<file path="src/rtl/mem_access_unit.sv">
// MEM-stage load/store sequencer for the LC-3b pipeline.
// Runs the data-memory handshake for LDR/LDB/LDI/STR/STB/STI, including
// byte-lane steering and the pointer fetch for the indirect forms, and
// holds the pipeline stalled until the memory response arrives.
//
// state    | meaning
// ---------+-----------------------------------------------------------
// S_IDLE   | waiting for a valid memory op; captures it on acceptance
// S_IND_RD | LDI/STI pointer read in flight
// S_ACCESS | data read/write in flight
// S_DONE   | one-cycle completion pulse, pipeline released
module mem_access_unit #(
    parameter bit LDB_SEXT = 1'b1
) (
    input  logic        clk,
    input  logic        reset_n,
    input  logic        valid_in,
    input  logic [3:0]  opcode,
    input  logic [15:0] addr,
    input  logic [15:0] store_data,
    input  logic        dmem_resp,
    input  logic [15:0] dmem_rdata,
    output logic        dmem_read,
    output logic        dmem_write,
    output logic [15:0] dmem_address,
    output logic [15:0] dmem_wdata,
    output logic [1:0]  dmem_byte_enable,
    output logic        stall,
    output logic [15:0] load_data,
    output logic        done
);

    typedef enum logic [1:0] {
        S_IDLE   = 2'd0,
        S_IND_RD = 2'd1,
        S_ACCESS = 2'd2,
        S_DONE   = 2'd3
    } state_e;

    localparam logic [3:0] OP_LDB = 4'b0010;
    localparam logic [3:0] OP_STB = 4'b0011;
    localparam logic [3:0] OP_LDR = 4'b0110;
    localparam logic [3:0] OP_STR = 4'b0111;
    localparam logic [3:0] OP_LDI = 4'b1010;
    localparam logic [3:0] OP_STI = 4'b1011;

    function automatic logic is_mem_op(input logic [3:0] op);
        return (op == OP_LDB) || (op == OP_STB) || (op == OP_LDR) ||
               (op == OP_STR) || (op == OP_LDI) || (op == OP_STI);
    endfunction

    function automatic logic is_read_op(input logic [3:0] op);
        return (op == OP_LDB) || (op == OP_LDR) || (op == OP_LDI);
    endfunction

    function automatic logic is_ind_op(input logic [3:0] op);
        return (op == OP_LDI) || (op == OP_STI);
    endfunction

    function automatic logic is_byte_op(input logic [3:0] op);
        return (op == OP_LDB) || (op == OP_STB);
    endfunction

    state_e      state_q, state_d;
    logic [3:0]  op_q, op_d;
    logic [15:0] addr_q, addr_d;
    logic [15:0] sdata_q, sdata_d;
    logic [15:0] ptr_q, ptr_d;
    logic [15:0] load_q, load_d;
    logic        rd_q, rd_d;
    logic        wr_q, wr_d;
    logic [15:0] maddr_q, maddr_d;
    logic [15:0] wdata_q, wdata_d;
    logic [1:0]  be_q, be_d;
    logic        done_q, done_d;
    logic        stall_c;
    logic [15:0] eff_addr;
    logic [7:0]  rd_byte;

    // Next-state logic, operand capture and load-result formatting
    always_comb begin
        state_d = state_q;
        op_d    = op_q;
        addr_d  = addr_q;
        sdata_d = sdata_q;
        ptr_d   = ptr_q;
        load_d  = load_q;
        stall_c = 1'b0;
        rd_byte = addr_q[0] ? dmem_rdata[15:8] : dmem_rdata[7:0];
        unique case (state_q)
            S_IDLE: begin
                if (valid_in && is_mem_op(opcode)) begin
                    op_d    = opcode;
                    addr_d  = addr;
                    sdata_d = store_data;
                    state_d = is_ind_op(opcode) ? S_IND_RD : S_ACCESS;
                    stall_c = 1'b1;
                end
            end
            S_IND_RD: begin
                stall_c = 1'b1;
                if (dmem_resp) begin
                    ptr_d   = {dmem_rdata[15:1], 1'b0};
                    state_d = S_ACCESS;
                end
            end
            S_ACCESS: begin
                stall_c = 1'b1;
                if (dmem_resp) begin
                    if (is_read_op(op_q)) begin
                        if (is_byte_op(op_q)) begin
                            load_d = LDB_SEXT ? {{8{rd_byte[7]}}, rd_byte}
                                              : {8'h00, rd_byte};
                        end else begin
                            load_d = dmem_rdata;
                        end
                    end
                    state_d = S_DONE;
                end
            end
            S_DONE: begin
                state_d = S_IDLE;
            end
            default: begin
                state_d = S_IDLE;
            end
        endcase
    end

    // Request outputs for the state being entered, so they are valid in its first cycle
    always_comb begin
        rd_d     = 1'b0;
        wr_d     = 1'b0;
        maddr_d  = 16'h0000;
        wdata_d  = 16'h0000;
        be_d     = 2'b00;
        eff_addr = is_ind_op(op_d) ? ptr_d : addr_d;
        done_d   = (state_d == S_DONE);
        if (state_d == S_IND_RD) begin
            rd_d    = 1'b1;
            maddr_d = {addr_d[15:1], 1'b0};
            be_d    = 2'b11;
        end else if (state_d == S_ACCESS) begin
            rd_d = is_read_op(op_d);
            wr_d = ~is_read_op(op_d);
            if (is_byte_op(op_d)) begin
                maddr_d = eff_addr;
                be_d    = eff_addr[0] ? 2'b10 : 2'b01;
                wdata_d = {sdata_d[7:0], sdata_d[7:0]};
            end else begin
                maddr_d = {eff_addr[15:1], 1'b0};
                be_d    = 2'b11;
                wdata_d = sdata_d;
            end
        end
    end

    // State, captured operands and registered outputs
    always_ff @(posedge clk or negedge reset_n) begin
        if (!reset_n) begin
            state_q <= S_IDLE;
            op_q    <= 4'h0;
            addr_q  <= 16'h0000;
            sdata_q <= 16'h0000;
            ptr_q   <= 16'h0000;
            load_q  <= 16'h0000;
            rd_q    <= 1'b0;
            wr_q    <= 1'b0;
            maddr_q <= 16'h0000;
            wdata_q <= 16'h0000;
            be_q    <= 2'b00;
            done_q  <= 1'b0;
        end else begin
            state_q <= state_d;
            op_q    <= op_d;
            addr_q  <= addr_d;
            sdata_q <= sdata_d;
            ptr_q   <= ptr_d;
            load_q  <= load_d;
            rd_q    <= rd_d;
            wr_q    <= wr_d;
            maddr_q <= maddr_d;
            wdata_q <= wdata_d;
            be_q    <= be_d;
            done_q  <= done_d;
        end
    end

    assign dmem_read        = rd_q;
    assign dmem_write       = wr_q;
    assign dmem_address     = maddr_q;
    assign dmem_wdata       = wdata_q;
    assign dmem_byte_enable = be_q;
    assign load_data        = load_q;
    assign done             = done_q;
    // Gated by reset so stall is low while reset is held, even with a memory op presented
    assign stall            = reset_n & stall_c;

endmodule

</file>
<file path="config.mk">
export PLATFORM = sky130hd
export DESIGN_NAME = mem_access_unit
export DESIGN_NICKNAME = d
export VERILOG_FILES = /design/src/rtl/mem_access_unit.sv
export SDC_FILE = /design/constraint.sdc
export NUM_CORES = 1
export LEC_CHECK = 0
export BUFFER_PORTS_ARGS = -buffer_cell sky130_fd_sc_hd__buf_4
export CORE_ASPECT_RATIO = 2
export CORE_MARGIN = 2
export CORE_UTILIZATION = 39
export CTS_CLUSTER_SIZE = 14
export DETAILED_ROUTE_END_ITERATION = 10
export PLACE_DENSITY = 0.59
export SLEW_MARGIN = 10
export SYNTH_ARGS = -nofsm -noshare
export SYNTH_HDL_FRONTEND = slang
export SYNTH_SLANG_ARGS = --single-unit
</file>
<file path="constraint.sdc">
create_clock -name clk -period 4 [get_ports clk]
set_clock_uncertainty 0.05 [all_clocks]
set_input_delay 0.2 -clock clk [delete_from_list [all_inputs] [get_ports clk]]
set_output_delay 0.2 -clock clk [all_outputs]
set_load 0.01 [all_outputs]
</file>
# [Yosys cells after proc, flatten, opt, wreduce, memory -nomap -nowiden]
# Cells that the tools add are included.
[word_totals] reg_bits=107 word_cells=84
[classes] eq_ne=21 muxes=32 n_reduce_logical=17 bitwise_logic=2
[op_table] operator="$mux W16" n=13
[op_table] operator="$eq A4 B2 Y1 const B" n=6
[op_table] operator="$eq A4 B4 Y1 const B" n=5
[op_table] operator="$eq A4 B3 Y1 const B" n=4
[op_table] operator="$mux W2" n=8
[op_table] operator="$logic_or A1 B1 Y1" n=13
[op_table] operator="$eq A2 B2 Y1 const B" n=4
[op_table] operator="$mux W4" n=2
[op_table] operator="$mux W8" n=1
[op_table] operator="$pmux W2 S4" n=1
[op_table] operator="$mux W1" n=6
[op_table] operator="$eq A2 B1 Y1 const B" n=2
[op_table] operator="$reduce_and A3 Y1" n=1
[op_table] operator="$logic_not A2 Y1" n=1
[op_table] operator="$pmux W1 S2" n=1
[op_table] operator="$reduce_or A2 Y1" n=1
[op_table] operator="$and A1 B1 Y1" n=1
[op_table] operator="$logic_and A1 B1 Y1" n=1
[op_table] operator="$not A1 Y1" n=1

# [Depth between registers and ports, before layout]
[logic_depth] ltp_word=16 mapped_depth=8

# [Worst setup path after synthesis]
# OpenSTA, ideal clock, no wires.
[synth_timing] path_type="reg2reg" startpoint="register state_q[1]" endpoint="register maddr_q[13] (netlist: dmem_address[13])" setup_ns=0.129 arrival_time_ns=1.815 slack_ns=2.006 path_stages_with_launch=9 period_less_slack_ns=1.994 path_buffers=1 path_cell_list="dfrtp_1 > inv_1 > ha_1 > nand3_2 > a21oi_4 > buf_6 > mux2_2 > mux2i_1 > o22ai_2"
[synth_via] elab_cells_between_ends=19 classes_between="eq/ne (7); mux (10); reduce/logical (2)"
[synth_rtl] element="start, declared" line="64" source="state_e state_q, state_d;"
[synth_rtl] element="start signal, assigned" line="174" source="state_q <= state_d;"
[synth_rtl] element="$logic_not A2 Y1 (*)" line="90" source="unique case (state_q)"
[synth_rtl] element="$mux W16 (*)" line="90"
[synth_rtl] element="named net addr_d[13]" line="66" source="logic [15:0] addr_q, addr_d;"
[synth_rtl] element="$mux W16" line="137" source="eff_addr = is_ind_op(op_d) ? ptr_d : addr_d;"
[synth_rtl] element="$mux W16" line="143" source="end else if (state_d == S_ACCESS) begin"
[synth_rtl] element="$mux W16 (*)" line="139" source="if (state_d == S_IND_RD) begin"
[synth_rtl] element="named net maddr_d[13]" line="72" source="logic [15:0] maddr_q, maddr_d;"
[synth_rtl] element="end signal, assigned" line="182" source="maddr_q <= maddr_d;"
[synth_rtl] element="end, declared" line="72"
# Mark *: on every way through the listed nets, which the timed path passes. The rest lies on a longest branch.
# A chain may end at the register's enable or synchronous reset.

# [Worst setup path after layout]
[layout_timing] startpoint="register state_q[0]" endpoint="register maddr_q[13] (netlist: dmem_address[13])"
# Same word-level chain as after synthesis.

==> run_results.csv <==
group,metric,value,unit
run_status,status,"completed",
detailed_routing,drc,0,
cells_and_area,diodes,0,
pwr,power_density,805,mW/mm²
grt,grt-ovfl-total,0,
clock_tree,cts_buffer_depth,2,
logic_synthesis,synth_flop_cell,"dfrtp_1",
pwr,switchingPower,1.64,mW
cells_and_area,drive_gt1_share,39.5,%
logic_synthesis,syn_area,0.00445,mm²
sta,setup-violations-final,0,
floorplanning,die_x,79.6,µm
pwr,comb_power_share,43.7,%
worst_hold_path,hold_path.class,"in -> reg",
pwr,leakage,2.75,nW
detailed_routing,drt_first_pass_iters,4,
detailed_routing,wl,10500,µm
logic_synthesis,synth_compound_area_share,8.04,%
logic_synthesis,synth_top_area_share,59.6,%
logic_synthesis,avgSynthCellArea,12.7,µm²
detailed_routing,dr_total_vias,3017,
cells_and_area,postLayoutCellArea,0.00568,mm²
logic_synthesis,synthArstFlopShare,100,%
place,gp_congestion,0.759,
pwr,seqPwrFrac,37.8,%
logic_synthesis,ys_ff_latch,106,
sta,fin_setup_tns,0,ps
worst_setup_path,critical_path.top_delay_family,"compound AO/OA/AOI/OAI gates",
floorplanning,start_util,39.7,%
sta,fmax,358,MHz
logic_synthesis,synth_top_area_cell,"dfrtp_1",
logic_synthesis,synth_edf_count,0,
grt,grt_usage,18.2,%
logic_synthesis,synth_xor_area_share,0,%
logic_synthesis,synth-simple-area-share,8.63,%
sta,worst_slew_pin_slew,856,ps
pwr,power_frac_clock,18.5,%
worst_setup_path,startpoint_type,"flip-flop",
detailed_routing,wl_per_cell,17.3,µm
worst_setup_path,crit_slowest_cell,"a21oi_4",
sta,layout_min_cycle_time,2800,ps
clock_tree,cts_buffers,9,
cells_and_area,syn_to_final_growth,27.6,%
place,placedInstanceArea,0.00539,mm²
worst_setup_path,end_kind,"flip-flop",
floorplanning,die_height,155,µm
detailed_routing,drtIter0Drc,114,
sta,relSlewSlack,42.8,%
worst_setup_path,slowest_delay,690,ps
floorplanning,die_area,0.0123,mm²
detailed_routing,vias_per_cell,4.96,
pwr,ir_drop,475,µV
logic_synthesis,synth-adder-area-share,1.40,%
clock_tree,clk_pin_slew_worst_paths,70,ps
logic_synthesis,yosys_warnings,0,
logic_synthesis,netlist_instances,350,
clock_tree,clk_latency,340,ps
flow_run,cap_violations,0,
worst_setup_path,worstPathCellList,"inv_1 -> ha_1 -> nand3_2 -> a21oi_4 -> buf_4 -> mux2_2 -> mux2i_1 -> o22ai_2",
clock_tree,clkSinkCount,106,
floorplanning,ios,110,
clock_tree,cts_resized,0,
pwr,p_int,2.93,mW
sta,fin_crit_sh,69.9,%
grt,grt_pass1_wl,16900,µm
sta,rsz0062_at_grt,"no",
logic_synthesis,syn_nets,411,
logic_synthesis,synth.distinct_cells,39,
clock_tree,h-tree-depth,3,
logic_synthesis,synth_top_family_by_area,"multiplexers",
grt,antenna_found_initial,0,
worst_setup_path,critPathMaxFanout,24,
place,portBuffers,109,
clock_tree,root_buffer,"clkbuf_16",
grt,grt_max_degree,55,
place,place_hpwl,7750,µm
logic_synthesis,synth_mux_area_share,18.1,%
worst_setup_path,criticalPathCategory,"reg -> reg",
floorplanning,num_rows,55,
logic_synthesis,synth_area_leaders,"dfrtp_1 60%, mux2_2 11%, mux2i_1 6.7%, nand2_1 2.5%, inv_1 1.9%",
clock_tree,cts_setup_buffers,0,
pwr,p_sw_share,35.9,%
worst_setup_path,crit_buf_inv,2,
grt,grt_pass1_vias,3179,
cells_and_area,nets,522,
sta,finalHoldViolations,0,
sta,drv_slew,0,
clock_tree,cts_hold_buffers,1,
floorplanning,coreArea,0.0112,mm²
logic_synthesis,ys_seq_area_share,59.6,%
clock_tree,cts_tree,"yes",
worst_setup_path,arrival,2940,ps
worst_setup_path,required,4150,ps
detailed_routing,ant_nets,0,
==> sequential cells by signal, summed over array words and instances, names as in the netlist <==
signal            cells
addr_q               16
dmem_address         16
dmem_wdata           16
load_data            16
sdata_q              16
ptr_q                15
op_q                  4
dmem_byte_enable      2
state_q               2
dmem_read             1
dmem_write            1
done                  1
==> cell type report <==
class	count	area, µm²
tap	142	178
fill	1078	5530
multi-input combinational	207	1620
clock buffer	11	243
inverter	23	86.3
sequential	106	2650
clock inverter	5	45.0
timing repair buffer	114	858
==> worst register-to-register path, cell delays in order, from the launching register on <==
cell     delay, ps
dfrtp_1        440
inv_1          140
ha_1           210
nand3_2        150
a21oi_4        690
buf_4          350
mux2_2         380
mux2i_1        150
o22ai_2        100
==> placed cells by master, fill, tap and decap left out, types with 2 or more instances in the layout <==
cell and instances:
ha_1 5, nand2_1 30, dfrtp_1 106, o21ai_0 9
o22ai_2 4, mux2_2 45, nor2_1 20, nor2b_1 11
buf_4 113, o221ai_1 2, mux2i_1 30, inv_1 23
nor2_4 2, and4b_1 2, o21ai_1 2, clkbuf_16 9
nand2b_1 2, o22ai_1 13, clkinv_4 2, a21oi_1 11
o211ai_1 3
==> worst paths after layout <==
kind | from | to | slack, ps | cells past startpoint
min reg2reg | op_q[0] | op_q[0] | 430 | 2
min in group asynchronous | reset_n | done | 380 | 2
max in group asynchronous | reset_n | sdata_q[1] | 2350 | 3
max reg2reg | state_q[0] | dmem_address[13] | 1200 | 8
min | opcode[0] | op_q[0] | 40 | 3
max | state_q[0] | dmem_address[13] | 1200 | 8
==> power groups by stage <==
| stage | combinational [mW] | sequential, mW | clock (mW) |
|---|---|---|---|
| after floorplan | 1.27 | 1.80 | 0 |
| after global placement | 1.99 | 1.74 | 0 |
| after detailed placement | 2.04 | 1.76 | 0 |
| after CTS | 2.04 | 1.74 | 0.868 |
| after global routing | 2.23 | 1.78 | 0.920 |
| final | 2.00 | 1.73 | 0.847 |
==> Yosys cell counts, drive strengths merged (2+ instances only) <==
cell type / n
nor2b: 11
nand2: 30
o221ai: 2
nor3: 2
o21ai: 11
inv: 23
buf: 13
nand2b: 2
and4b: 2
mux2: 45
nor2: 22
o211ai: 4
dfrtp: 106
a21oi: 12
o22ai: 17
ha: 5
mux2i: 30
==> cell families (layout without fill, tap and decap cells) <==
group           after synthesis  count (layout)
flops                       106             106
simple gates                 76              76
mux                          75              75
compound gates               51              51
buf+inv                      37             153
fa+ha+maj                     5               5
==> through the flow <==
stage,power (mW),hold slack [ps],setup WS (ps),utilization (%),instances
after floorplan,3.08,-146,2010,-,350
after global placement,3.73,229,1250,48.0,591
after detailed placement,3.80,234,1170,48.0,591
after CTS,4.65,30.7,1150,50.7,608
after global routing,4.93,41.5,977,50.7,608
final,4.57,37.6,1200,50.7,608
==> per-layer routing <==
layer / GRT usage [%] / routed length (µm) / share of wire [%]
met5: 0 / 0 / 0
met4: 6.90 / 239 / 2.3
met3: 3.60 / 499 / 4.8
met2: 32.7 / 5870 / 56
met1: 20.9 / 3890 / 37
(Power assumes the default switching activity.)
